### src/rtl/fetch_control_pkg.sv
// -----------------------------------------------------------------------------
// fetch_control_pkg
// Shared definitions for the fetch/decode/execute sequencer:
//   - state encoding (legacy-compatible localparam constants)
//   - opcode values recognised by DECODE
//   - position of the opcode field inside the instruction word
// -----------------------------------------------------------------------------
package fetch_control_pkg;

    // Sequencer state encoding. ST_ERROR is only ever entered when the
    // fetch timeout (FETCH_TIMEOUT_EN) is compiled in.
    typedef logic [2:0] state_t;

    localparam state_t ST_IDLE   = 3'd0;
    localparam state_t ST_FETCH  = 3'd1;
    localparam state_t ST_DECODE = 3'd2;
    localparam state_t ST_EXEC   = 3'd3;
    localparam state_t ST_UPDATE = 3'd4;
    localparam state_t ST_HALT   = 3'd5;
    localparam state_t ST_ERROR  = 3'd6;

    // Opcode field: instr[15:12].
    localparam int OPCODE_MSB = 15;
    localparam int OPCODE_LSB = 12;

    localparam logic [3:0] OP_HALT = 4'hF;
    localparam logic [3:0] OP_JMP  = 4'hE;
    localparam logic [3:0] OP_BZ   = 4'hD;

endpackage : fetch_control_pkg

### src/rtl/fetch_timer.sv
// -----------------------------------------------------------------------------
// fetch_timer
// Counts FETCH cycles spent waiting for a memory acknowledge.
//   clock    in  system clock, rising edge
//   reset    in  synchronous, active-high
//   clear    in  force the count to zero (held while not fetching)
//   count    in  advance the count by one this cycle
//   expired  out current cycle is the last one allowed (count == TIMEOUT_CYCLES-1)
// -----------------------------------------------------------------------------
module fetch_timer
    import fetch_control_pkg::*;
#(
    parameter int TIMEOUT_CYCLES = 255
) (
    input  logic clock,
    input  logic reset,
    input  logic clear,
    input  logic count,
    output logic expired
);

    // The count never needs to exceed TIMEOUT_CYCLES-1: the sequencer
    // leaves FETCH on the cycle expired is seen.
    localparam int CW = (TIMEOUT_CYCLES > 1) ? $clog2(TIMEOUT_CYCLES) : 1;

    logic [CW-1:0] count_q;

    always_ff @(posedge clock) begin
        if (reset || clear) begin
            count_q <= '0;
        end else if (count) begin
            count_q <= count_q + CW'(1);
        end
    end

    assign expired = (count_q == CW'(TIMEOUT_CYCLES - 1));

endmodule : fetch_timer

### src/rtl/fetch_control.sv
// -----------------------------------------------------------------------------
// fetch_control
// Instruction sequencer: IDLE -> FETCH -> DECODE -> (EXEC) -> UPDATE -> FETCH.
// HALT is terminal until reset. With the macro FETCH_TIMEOUT_EN defined, a
// FETCH that waits TIMEOUT_CYCLES cycles without mem_ack moves to ERROR.
//
// Ports:
//   clock       in   system clock, rising edge
//   reset       in   synchronous, active-high
//   run         in   start request, sampled only in IDLE
//   mem_req     out  instruction read request
//   mem_ack     in   memory read-data-valid
//   mem_rdata   in   instruction word from memory
//   instr       out  instruction register
//   cond_flag   in   branch condition (zero flag)
//   exec_start  out  one-cycle datapath start pulse
//   exec_done   in   datapath operation complete
//   pc_enable   out  PC update strobe
//   pc_jump     out  PC relative-jump select (only with pc_enable)
//   halted      out  high in HALT
//   bus_error   out  high in ERROR (0 when FETCH_TIMEOUT_EN is undefined)
// -----------------------------------------------------------------------------
module fetch_control
    import fetch_control_pkg::*;
#(
    parameter int ADDR_MAX       = 16,
    parameter int TIMEOUT_CYCLES = 255
) (
    input  logic                clock,
    input  logic                reset,
    input  logic                run,
    output logic                mem_req,
    input  logic                mem_ack,
    input  logic [ADDR_MAX-1:0] mem_rdata,
    output logic [ADDR_MAX-1:0] instr,
    input  logic                cond_flag,
    output logic                exec_start,
    input  logic                exec_done,
    output logic                pc_enable,
    output logic                pc_jump,
    output logic                halted,
    output logic                bus_error
);

    // Elaboration-time sanity checks on the configuration.
    if (ADDR_MAX < OPCODE_MSB + 1) begin : g_bad_width
        $error("fetch_control: ADDR_MAX must hold the opcode field");
    end
    if (TIMEOUT_CYCLES < 1) begin : g_bad_timeout
        $error("fetch_control: TIMEOUT_CYCLES must be at least 1");
    end

    state_t     state, state_next;
    logic       taken, taken_next;
    logic       exec_first, exec_first_next;
    logic       load_instr;
    logic [3:0] opcode;

    assign opcode = instr[OPCODE_MSB:OPCODE_LSB];

`ifdef FETCH_TIMEOUT_EN
    logic timer_expired;
    logic timer_clear;
    logic timer_count;

    // Held clear outside FETCH so every FETCH entry starts from zero.
    assign timer_clear = (state != ST_FETCH);
    assign timer_count = (state == ST_FETCH) && !mem_ack;

    fetch_timer #(
        .TIMEOUT_CYCLES (TIMEOUT_CYCLES)
    ) u_fetch_timer (
        .clock   (clock),
        .reset   (reset),
        .clear   (timer_clear),
        .count   (timer_count),
        .expired (timer_expired)
    );

    assign bus_error = (state == ST_ERROR);
`else
    assign bus_error = 1'b0;
`endif

    always_comb begin
        // NOTE: every signal written here gets a default first, so no path
        // through the case statement can infer a latch.
        state_next      = state;
        taken_next      = taken;
        exec_first_next = 1'b0;
        load_instr      = 1'b0;

        case (state)
            ST_IDLE: begin
                if (run) state_next = ST_FETCH;
            end
            ST_FETCH: begin
                // An ack on the final counted cycle wins over the timeout.
                if (mem_ack) begin
                    load_instr = 1'b1;
                    state_next = ST_DECODE;
                end
`ifdef FETCH_TIMEOUT_EN
                else if (timer_expired) begin
                    state_next = ST_ERROR;
                end
`endif
            end
            ST_DECODE: begin
                case (opcode)
                    OP_HALT: state_next = ST_HALT;
                    OP_JMP: begin
                        taken_next = 1'b1;
                        state_next = ST_UPDATE;
                    end
                    OP_BZ: begin
                        taken_next = cond_flag;
                        state_next = ST_UPDATE;
                    end
                    default: begin
                        exec_first_next = 1'b1;
                        state_next      = ST_EXEC;
                    end
                endcase
            end
            ST_EXEC: begin
                // exec_done is ignored in the exec_start cycle.
                if (!exec_first && exec_done) begin
                    taken_next = 1'b0;
                    state_next = ST_UPDATE;
                end
            end
            ST_UPDATE: state_next = ST_FETCH;
            ST_HALT:   state_next = ST_HALT;
`ifdef FETCH_TIMEOUT_EN
            ST_ERROR:  state_next = ST_ERROR;
`endif
            default:   state_next = ST_IDLE;
        endcase
    end

    always_ff @(posedge clock) begin
        // NOTE: sequential state is updated with non-blocking assignments so
        // every register samples the pre-edge values of the others.
        if (reset) begin
            state      <= ST_IDLE;
            instr      <= '0;
            taken      <= 1'b0;
            exec_first <= 1'b0;
        end else begin
            state      <= state_next;
            taken      <= taken_next;
            exec_first <= exec_first_next;
            if (load_instr) instr <= mem_rdata;
        end
    end

    // Moore outputs: each strobe belongs to exactly one state, which keeps
    // mem_req, exec_start and pc_enable mutually exclusive by construction.
    assign mem_req    = (state == ST_FETCH);
    assign exec_start = (state == ST_EXEC) && exec_first;
    assign pc_enable  = (state == ST_UPDATE);
    assign pc_jump    = (state == ST_UPDATE) && taken;
    assign halted     = (state == ST_HALT);

endmodule : fetch_control

### config.mk
export PLATFORM = sky130hd
export DESIGN_NAME = fetch_control
export DESIGN_NICKNAME = d
export VERILOG_FILES = /design/src/rtl/fetch_control_pkg.sv /design/src/rtl/fetch_timer.sv /design/src/rtl/fetch_control.sv
export SDC_FILE = /design/constraint.sdc
export NUM_CORES = 1
export LEC_CHECK = 0
export BUFFER_PORTS_ARGS = -buffer_cell sky130_fd_sc_hd__buf_4
export CORE_MARGIN = 2
export CORE_UTILIZATION = 45
export CTS_BUF_LIST = sky130_fd_sc_hd__clkbuf_16
export CTS_CLUSTER_DIAMETER = 120
export DETAILED_ROUTE_END_ITERATION = 8
export GPL_ROUTABILITY_DRIVEN = 1
export PLACE_DENSITY_LB_ADDON = 0.25
export SYNTH_ARGS = -nofsm -noshare
export SYNTH_HDL_FRONTEND = slang
export SYNTH_SLANG_ARGS = --single-unit
### constraint.sdc
create_clock -name clock -period 1.9 [get_ports clock]
set_clock_uncertainty 0.15 [all_clocks]
set_input_delay 0.19 -clock clock [delete_from_list [all_inputs] [get_ports clock]]
set_output_delay 0.19 -clock clock [all_outputs]
set_load 0.02 [all_outputs]
# Yosys cells after proc, flatten, opt, wreduce, memory -nomap -nowiden

Cells that the tools add are included.
W data, S select, Z words.

Reduce and logical (&&, ||, !) cells: 11
Multiply operators: 0
Div/mod/pow operators: 0
$lt $le $gt $ge: 0
Mux-type cells: 11
Bitwise gates (word level): 1
Add/sub/neg operators: 0
Shift operators: 0
Equality and inequality tests: 12

Operators with widths:

| kind                 | number |
|---|---|
| $pmux W3 S6          | 1 |
| $eq A4 B4 Y1 const B | 3 |
| $mux W3              | 3 |
| $eq A3 B2 Y1 const B | 2 |
| $eq A3 B3 Y1 const B | 2 |
| $pmux W3 S2          | 1 |
| $reduce_and A3 Y1    | 2 |
| $mux W1              | 4 |
| $ne A2 B2 Y1 const B | 2 |
| $pmux W1 S2          | 2 |
| $reduce_or A2 Y1     | 2 |
| $eq A3 B1 Y1 const B | 1 |
| $logic_and A1 B1 Y1  | 3 |
| $logic_not A3 Y1     | 1 |
| $ne A3 B3 Y1 const B | 1 |
| $reduce_or A3 Y1     | 1 |
| $ne A2 B1 Y1 const B | 1 |
| $reduce_bool A2 Y1   | 1 |
| $logic_not A1 Y1     | 1 |
| $not A1 Y1           | 1 |

Output and inout port bits: 22
Memory bits (read-only): 0
Register bits after elaboration: 21
Bits in latches: 0
Memories: 0
RAM bits: 0

# Depth between registers and ports, before layout

Gate-level depths: netlist of run 1.

Word-level depth: 4
Depth in mapped cells: 5

# Worst setup path after synthesis of run 1

OpenSTA, ideal clock, no wires.

Path kind: flip-flop to flip-flop
Start: register state[1]
End: register taken
Buffers on the path: 0
Period minus slack after synthesis: 1.532 ns
Stages on the path, launching flop included: 4
Arrival: 1.266 ns
Required time: 1.634 ns
Slack: 0.368 ns
Setup time: 0.116 ns
Cells stage by stage: dfxtp_1 -> or3b_4 -> or3_1 -> a41o_1

Word-level cells in the longest chain between the ends: 3

RTL lines:

| what                                                        | line                 | RTL |
|---|---|---|
| from (decl)                                                 | fetch_control.sv:53  | `state_t state, state_next;` |
| from (signal assigned)                                      | fetch_control.sv:151 | `state <= state_next;` |
| $eq A3 B2 Y1                                                | fetch_control.sv:93  | `case (state)` |
| $ne A3 B3 Y1 (no source line), or another cell as far along | --                   |  |
| $reduce_and A3 Y1 (no source line)                          | --                   |  |
| to (signal assigned)                                        | fetch_control.sv:152 | `taken <= taken_next;` |
| to (decl)                                                   | fetch_control.sv:54  | `logic taken, taken_next;` |

Several ways; a longest one is shown, not always the timed one.
A chain may end at the register's enable or synchronous reset.

# Final worst setup path of run 1

Start: register state[1]
End: output exec_start

Word-level cells in the longest chain between the ends: 2

RTL lines:

| what                | line                 | RTL |
|---|---|---|
| $eq A3 B2 Y1        | fetch_control.sv:161 | `assign exec_start = (state == ST_EXEC) && exec_first;` |
| $logic_and A1 B1 Y1 | fetch_control.sv:161 |  |
| to (decl)           | fetch_control.sv:37  | `output logic exec_start,` |

No other way between the ends.

==> impl.org, run 1 <==
** Final layout
- NumNets Final :: 180
- Final core area utilization :: 0.694
- Antenna diode count :: 0
- Area added between synthesis and finish :: 44.5%
- Final instance area :: 1360 um^2
- Of the cells placed in the final design, the portion with a size suffix greater than 1 is 0.331.

** Critical path
- Worst endpoint data arrival time :: 1270 ps
- The number of buffers and inverters on the critical path is 2.
- Worst path cell trace :: buf_4 -> nor2b_1 -> and3_1 -> buf_4
- The endpoint identified for the worst register-to-register timing path is taken.
- For flop-to-flop paths, the worst setup slack is 350 ps.
- For this run, the slowest stage of the critical path takes 320 ps.
- Tracing the worst setup path back leads to its startpoint at state[1].
- Worst Setup Path Type :: flip-flop to primary output
- The critical path crosses 4 cells after its start point.
- In this run the worst setup path terminates at exec_start.
- Depth of the most critical reg-to-reg path :: 3
- Critical path's top delay family :: simple AND/OR/NAND/NOR gates
- STA classifies the critical path startpoint as a flip-flop.
- Data on the critical path is required at its endpoint by 1560 ps.
- Worst r2r src :: state[0]
- Critical Path Fanout Max :: 13
- The slowest stage of the critical path is the sky130_fd_sc_hd__dfxtp_1 cell.
- Endpoint kind of the worst setup timing path :: primary output
- Most repeated library cell on the critical path :: sky130_fd_sc_hd__buf_4

** Floorplan
- From bottom edge to top edge, the die measures 49.8 um.
- Starting utilization of the core area :: 0.480
- After floorplanning, the core was sized to cover 1960 um^2.
- The floorplan has 16 rows.
- 44 I/O pins were placed.
- Chip width :: 49.8 um
- Die ar. :: 2480 um^2

** Clock network
- Buffer depth of the longest clock path :: 2
- TritonCTS clock tree :: done
- TritonCTS created 3 clock buffers.
- In this run the number of H-tree levels came out at 1.
- Number of post-CTS setup repair buffers :: 0
- Clock tree synthesis selected as its root buffer the cell sky130_fd_sc_hd__clkbuf_16.
- Counting every sink on the clock net gives 21.
- Clock latency on the worst-skew pair :: ~250 ps
- Post-cts resize count :: 0
- After clock tree synthesis, the clock-pin slew on the worst setup and hold paths is roughly 60 ps.
- Number of hold buffers added after CTS :: 0

** Placed design
- Placed Instance Area :: 1280 um^2
- DPL Wire Length :: 1700 um
- GPL Wtd Cong :: 0.814
- In this run the tool buffered the top-level ports with 42 buffer cells.

** Synth
- Synthesized net count :: between 100 and 150
- Yosys warning total :: 0
- Summing every instance area after synthesis gives 942 um^2.
- Syn Inst Count :: roughly 120
- Of the post-synthesis cell area, the dominant cell type holds 0.446.
- The number of different library cells used by synthesis comes to 35.
- For this run, the register share of the synthesized area comes to 0.446.
- In this run the mean area of a mapped cell was 8.12 um^2.
- Of all cell types, the one taking the most synthesized area is sky130_fd_sc_hd__dfxtp_1.
- Top area cells in the synthesized netlist :: sky130_fd_sc_hd__dfxtp_1 (45%), sky130_fd_sc_hd__nand2_1 (13%), sky130_fd_sc_hd__a21oi_1 (8.5%)
- The synthesized design contains 21 register bits.

** STA
- Final Hold Violating Endpoints :: 0
- Summed over all failing endpoints, the final setup total negative slack is 0 ps.
- Setup repair after global routing missed its margin :: false
- Setup violations remaining at the end of the flow were counted as 0.
- In the finished design, the share of the clock period the worst path needs comes to 0.850.
- Max-slew violation total from the final report :: 0
- Static timing analysis puts the maximum clock frequency at about 620 MHz.
- Tmin final :: between 1500 and 2000 ps

** Job
- Number of maximum-capacitance constraint violations :: 0

** Global route
- First-pass GRT wire length :: 3770 um
- For this run, the total global-route usage over all layers was measured as 0.194.
- Remaining global-route overflow :: 0
- The number of global-route vias before repair is 889.
- The initial antenna violation count was 0.
- Entering global routing, the biggest net connects 23 pins.

** Power and ir drop
- Max rail drop VDD :: between 0.5 and 0.6 mV
- Leakage Power :: 0.610 nW
- For this design the ratio of total power to cell area is between 800 and 900 nW/um^2.

** Route
- Vias :: 946
- Starting DRT DRC Count :: 21
- For this run, the detailed router's first-pass iteration total came to 4.
- Summed over all layers, the routed wires come to 2330 um.
- The count of nets left with antenna violations once routing finished came out at 0.
- Count of unresolved DRC violations after routing :: 0
- After detailed routing, the number of vias per cell comes to 5.14.
- After detailed routing, the average wire length per cell comes to 12.6 um.

** Min path
- Path class of the lowest-slack min-delay path :: primary input to flip-flop

** Status
- Run status :: completed
[cell usage after synthesis]
library cell                instances
sky130_fd_sc_hd__a2111oi_0          1
sky130_fd_sc_hd__a211oi_1           1
sky130_fd_sc_hd__a21oi_1           16
sky130_fd_sc_hd__a221o_1            1
sky130_fd_sc_hd__a22oi_1            1
sky130_fd_sc_hd__a31oi_1            1
sky130_fd_sc_hd__a41o_1             1
sky130_fd_sc_hd__and2_1             1
sky130_fd_sc_hd__and3_1             2
sky130_fd_sc_hd__and3b_1            1
sky130_fd_sc_hd__and4bb_1           1
sky130_fd_sc_hd__buf_1              1
sky130_fd_sc_hd__buf_2              5
sky130_fd_sc_hd__buf_4              1
sky130_fd_sc_hd__clkbuf_1           3
sky130_fd_sc_hd__conb_1             1
sky130_fd_sc_hd__dfxtp_1           21
sky130_fd_sc_hd__inv_1              1
sky130_fd_sc_hd__nand2_1           33
sky130_fd_sc_hd__nand2b_1           2
sky130_fd_sc_hd__nand3b_1           2
sky130_fd_sc_hd__nand4b_1           2
sky130_fd_sc_hd__nand4bb_1          1
sky130_fd_sc_hd__nor2_1             2
sky130_fd_sc_hd__nor2b_1            2
sky130_fd_sc_hd__nor3_1             1
sky130_fd_sc_hd__nor3b_1            2
sky130_fd_sc_hd__o211a_1            1
sky130_fd_sc_hd__o211ai_1           1
sky130_fd_sc_hd__o21bai_1           2
sky130_fd_sc_hd__or3_1              1
sky130_fd_sc_hd__or3b_1             1
sky130_fd_sc_hd__or3b_4             1
sky130_fd_sc_hd__xnor2_1            1
sky130_fd_sc_hd__xor2_1             1
[cell usage in the layout (no fill, tap or decap)]
cell,count
sky130_fd_sc_hd__buf_4,47
sky130_fd_sc_hd__nand2_1,33
sky130_fd_sc_hd__dfxtp_1,21
sky130_fd_sc_hd__a21oi_1,16
sky130_fd_sc_hd__clkbuf_16,3
sky130_fd_sc_hd__nor3b_1,2
sky130_fd_sc_hd__nor2_1,2
sky130_fd_sc_hd__nor2b_1,2
sky130_fd_sc_hd__and3_1,2
sky130_fd_sc_hd__nand3b_1,2
sky130_fd_sc_hd__nand2b_1,2
sky130_fd_sc_hd__nand4b_1,2
sky130_fd_sc_hd__o21bai_1,2
sky130_fd_sc_hd__and3b_1,1
sky130_fd_sc_hd__and2_1,1
sky130_fd_sc_hd__and4bb_1,1
sky130_fd_sc_hd__nand4bb_1,1
sky130_fd_sc_hd__a221o_1,1
sky130_fd_sc_hd__o211a_1,1
sky130_fd_sc_hd__xor2_1,1
sky130_fd_sc_hd__a22oi_1,1
sky130_fd_sc_hd__inv_1,1
sky130_fd_sc_hd__or3b_4,1
sky130_fd_sc_hd__xnor2_1,1
sky130_fd_sc_hd__or3_1,1
sky130_fd_sc_hd__a2111oi_0,1
sky130_fd_sc_hd__a41o_1,1
sky130_fd_sc_hd__nor3_1,1
sky130_fd_sc_hd__o211ai_1,1
sky130_fd_sc_hd__or3b_1,1
sky130_fd_sc_hd__a211oi_1,1
sky130_fd_sc_hd__a31oi_1,1
sky130_fd_sc_hd__conb_1,1
sky130_fd_sc_hd__clkinv_2,1
[flip-flops by register name, indices dropped and copies added (netlist names)]
signal / cells
taken: 1
state: 3
exec_first: 1
instr: 16
[stage by stage]
stage / setup slack (ps) / std cells / total power [W] / hold slack, ps
floorplan: 368 / 116 / 0.000605 / 176
global placement: 391 / 180 / 0.000687 / 286
detailed placement: 352 / 180 / 0.000694 / 295
CTS: 292 / 184 / 0.00113 / 35.2
global route: 219 / 184 / 0.00117 / 43.5
finish: 285 / 184 / 0.00112 / 37.3
[worst register-to-register path, stage by stage (launching register included)]
cell and delay, ps:
sky130_fd_sc_hd__dfxtp_1 310, sky130_fd_sc_hd__or3b_4 400, sky130_fd_sc_hd__or3_1 350, sky130_fd_sc_hd__a41o_1 230
[layer usage]
layer,track usage,part of all wire
met5,0,0
met1,0.247,0.41
met3,0.0424,0.054
met4,0.0556,0
met2,0.329,0.53
[kinds of logic (layout without fill, tap and decap cells)]
family | Yosys count | in the layout | synth area share
other cells | 1 | 1 | 0.00398
xor+xnor | 2 | 2 | 0.0186
compound gates | 26 | 26 | 0.173
simple gates | 55 | 55 | 0.304
buf+inv | 11 | 52 | 0.0544
flops | 21 | 21 | 0.446
[report_power, final]
group	internal (W)	leakage [nW]	switching, W
clock network	0.000282	0.0409	0.000155
registers	0.000464	0.171	0.0000150
logic	0.0000987	0.398	0.000108
total	0.000845	0.610	0.000277
[layout make-up]
class                   count  area [um^2]
clock buffers               3         75.1
inverters                   1         3.75
repair buffers             47          353
fillers                   173          601
multi-input cells          84          470
flip-flops and latches     21          420
clock inverters             1         5.00
well taps                  27         33.8
[worst min-delay path by stage]
stage | cells past startpoint | slack, ps | to | startpoint
3_5_place_dp | 3 | 290 | instr[3] | mem_rdata[3]
5_1_grt | 3 | 40 | instr[9] | mem_rdata[9]
4_1_cts | 3 | 40 | instr[10] | mem_rdata[10]
6_report | 3 | 40 | instr[10] | mem_rdata[10]
2_1_floorplan | 2 | 180 | instr[10] | mem_rdata[10]
3_3_place_gp | 3 | 290 | instr[2] | mem_rdata[2]
No activity file was read; power rests on OpenSTA's default activity.
==> inputs of run 2 (changes only) <==
Clock period 1.9 ns to 1.65 ns, I/O delays scaled along.
==> impl.org, run 2 (synthesis gave the netlist of run 1 again) <==
** Clock network
- The clock root buffer is sky130_fd_sc_hd__clkbuf_16 (unchanged).
- TritonCTS clock tree :: done (unchanged)
- Clock Sink Count :: 21 (unchanged)
- The number of buffers created by CTS is 3 (unchanged).
- Maximum level of the CTS H-tree :: 1 (unchanged)
- Number of post-CTS setup repair buffers :: 0 (unchanged)
- The clock transition at the registers of the reported paths came to 60 ps (about the same).
- The insertion delay to the later sink of the worst-skew pair was 250 ps (about the same).
- The deepest clock path buffer count is 2 (unchanged).

** Floorplan
- The starting utilization of the core area was 0.480 (unchanged).
- Number of placement rows :: 16 (unchanged)
- The count of boundary I/O pins was 44 (unchanged).
- The overall die area is 2480 um^2 (unchanged).
- Placeable core region :: 1960 um^2 (unchanged)
- The die width came to 49.8 um (unchanged).
- The vertical extent of the die was 49.8 um (unchanged).

** Power and ir drop
- The maximum vdd drop came to 0.874 mV (was 0.550 mV).
- The clock share of power was 0.389 (about the same).
- Overall Power :: 0.00129 W (was 0.00112 W)
- Share of power burned in combinational logic :: 0.184 (about the same)
- The switching power as a share of total power is 0.246 (was 0.247).
- The power spent charging and discharging nets was 0.000318 W (was 0.000277 W).
- Sequential share of power :: 0.427 (about the same)
- Leakage Power :: 0.610 nW (about the same)
- The power density of the placed cells is 947 nW/um^2 (was 824 nW/um^2).
- Internal power of the cells :: 0.000973 W (was 0.000845 W)

** Final layout
- Most used cells in the layout excluding fill and tap cells :: sky130_fd_sc_hd__buf_4 (47), sky130_fd_sc_hd__nand2_1 (33), sky130_fd_sc_hd__dfxtp_1 (21) (unchanged)
- Area added between synthesis and finish :: 44.8% (was 44.5%)
- Area occupied by multi-input gates :: 473 um^2 (was 470 um^2)
- Register with the highest flop count :: instr (unchanged)
- Largest registers in the final layout: instr (16), state (3) (unchanged).
- Fillcell total :: 172 (was 173)
- The total inserted antenna cells was 0 (unchanged).
- The area taken by flip-flops and latches was 420 um^2 (unchanged).
- NumNets Final :: 180 (unchanged)
- Leading cell type in the layout, fill and taps excluded :: sky130_fd_sc_hd__buf_4 (unchanged)
- Share of layout cells above drive strength 1 :: 0.338 (was 0.331)
- Max reg flops :: 16 (unchanged)

** Route
- Count of nets left with antenna violations after detail routing :: 0 (unchanged)
- The total length of routed wires was 2240 um (was 2330 um).
- The routed via count divided by cell count is 5.09 (was 5.14).
- Vias :: 937 (was 946)
- The number of DRC markers after the initial detailed-route iteration was 21 (unchanged).
- The number of iterations in the first detailed-routing pass came to 4 (unchanged).
- The average wire per cell in the routed design was 12.2 um (was 12.6 um).
- Count of unresolved DRC violations after routing :: 0 (unchanged)

** Critical path
- Critical Path Fanout Max :: 13 (unchanged)
- Worst endpoint data arrival time :: 1250 ps (was 1270 ps)
- Endpoint kind of the worst setup timing path :: primary output (unchanged)
- The nature of the critical path startpoint is a flip-flop (unchanged).
- The start-to-end type of the worst setup path is flip-flop to primary output (unchanged).
- CP Data Required Time :: 1330 ps (was 1560 ps)

** STA
- Tmin final :: between 1500 and 2000 ps
- The final count of negative-setup-slack endpoints is 0 (unchanged).
- For this run, the top clock speed supported by timing is 641 MHz.
- The total negative slack came to 0 ps (unchanged).
- The number of pins with negative max-slew slack in the final report is 0 (unchanged).
- Setup repair after global routing missed its margin :: false (unchanged)
- In the finished design, the share of the clock period the worst path needs comes to 0.946.
- The worst path setup slack after routing was 89.4 ps (was 285 ps).
- The number of endpoints with negative hold slack in the final report is 0 (unchanged).

** Global route
- First-pass GRT wire length :: 3640 um (was 3770 um)
- Number of global-route vias before repair :: 859 (was 889)
- The largest net degree at the start of global routing is 23 (unchanged).
- The total congestion overflow came to 0 (unchanged).
- The overall global routing resource usage came to 0.189 (was 0.194).
- Number of antenna violations at the first check in global routing :: 0 (unchanged)

** Job
- The count of max-cap constraint violations came to 0 (unchanged).

** Min path
- The worst min-delay path class is primary input to flip-flop (unchanged).

** Placed design
- The estimated wirelength of the detail-placed design came to 1590 um (was 1700 um).
- The port buffer count came to 42 (unchanged).
- Worst setup slack before clock tree synthesis :: 112 ps (was 352 ps)
- The placer's final routability congestion estimate was 0.858 (was 0.814).

** Status
- Run status :: completed (unchanged)
run 2: cell counts in the layout (fill, tap and decap cells not counted):
No cell type changed its count.
run 2: area by class of cell:
type,count,area share
Inverter,1,0.00275
Clock inverter,1,0.00367
Multi-Input combinational cell,84,0.347
Timing Repair Buffer,47,0.259
Sequential cell,21,0.308
Tap cell,27,0.0248
Clock buffer,3,0.0550
run 2: repair_timing:
item                       CTS  global route
resized for setup            0             1
setup endpoints to repair    0             1
hold buffers                 0             0
run 2: layer usage:
| layer | global-route usage | up-vias | part of all wire |
|---|---|---|---|
| met3 | 0.0424 | 2 | 0.045 |
| met5 | 0 | - | 0 |
| li1 | - | 475 | - |
| met4 | 0.0694 | 0 | 0.0049 |
| met2 | 0.338 | 21 | 0.50 |
| met1 | 0.219 | 439 | 0.45 |
run 2: per-stage QoR:
stage,area [um^2],cells,util,hold slack [ps]
2_1_floorplan,942,116,-,151
3_3_place_gp,1280,180,0.653,262
3_5_place_dp,1280,180,0.653,271
4_1_cts,1360,184,0.694,8.39
5_1_grt,1360,184,0.695,15.3
6_report,1360,184,0.695,11.3
run 2: path summary, 6_finish.rpt:
check / to / slack (ps) / startpoint / cells after the start
worst min-delay path: instr[5] / 10 / mem_rdata[5] / 3
worst min register to register: instr[7] / 310 / instr[7] / 2
worst max register to register: taken / 110 / state[0] / 3
worst max-delay path: exec_start / 90 / state[1] / 4
run 2: power groups by stage:
stage	combinational, W	clock [W]	sequential (W)
finish	0.000237	0.000502	0.000552
global route	0.000260	0.000528	0.000555
CTS	0.000238	0.000513	0.000552
global placement	0.000231	0	0.000561
floorplan	0.000110	0	0.000586
detailed placement	0.000235	0	0.000563
run 2: worst max-delay path: stages (launching register included):
cell and delay (ps):
sky130_fd_sc_hd__dfxtp_1 320, sky130_fd_sc_hd__buf_4 170, sky130_fd_sc_hd__nor2b_2 200, sky130_fd_sc_hd__and3_1 170, sky130_fd_sc_hd__buf_4 130
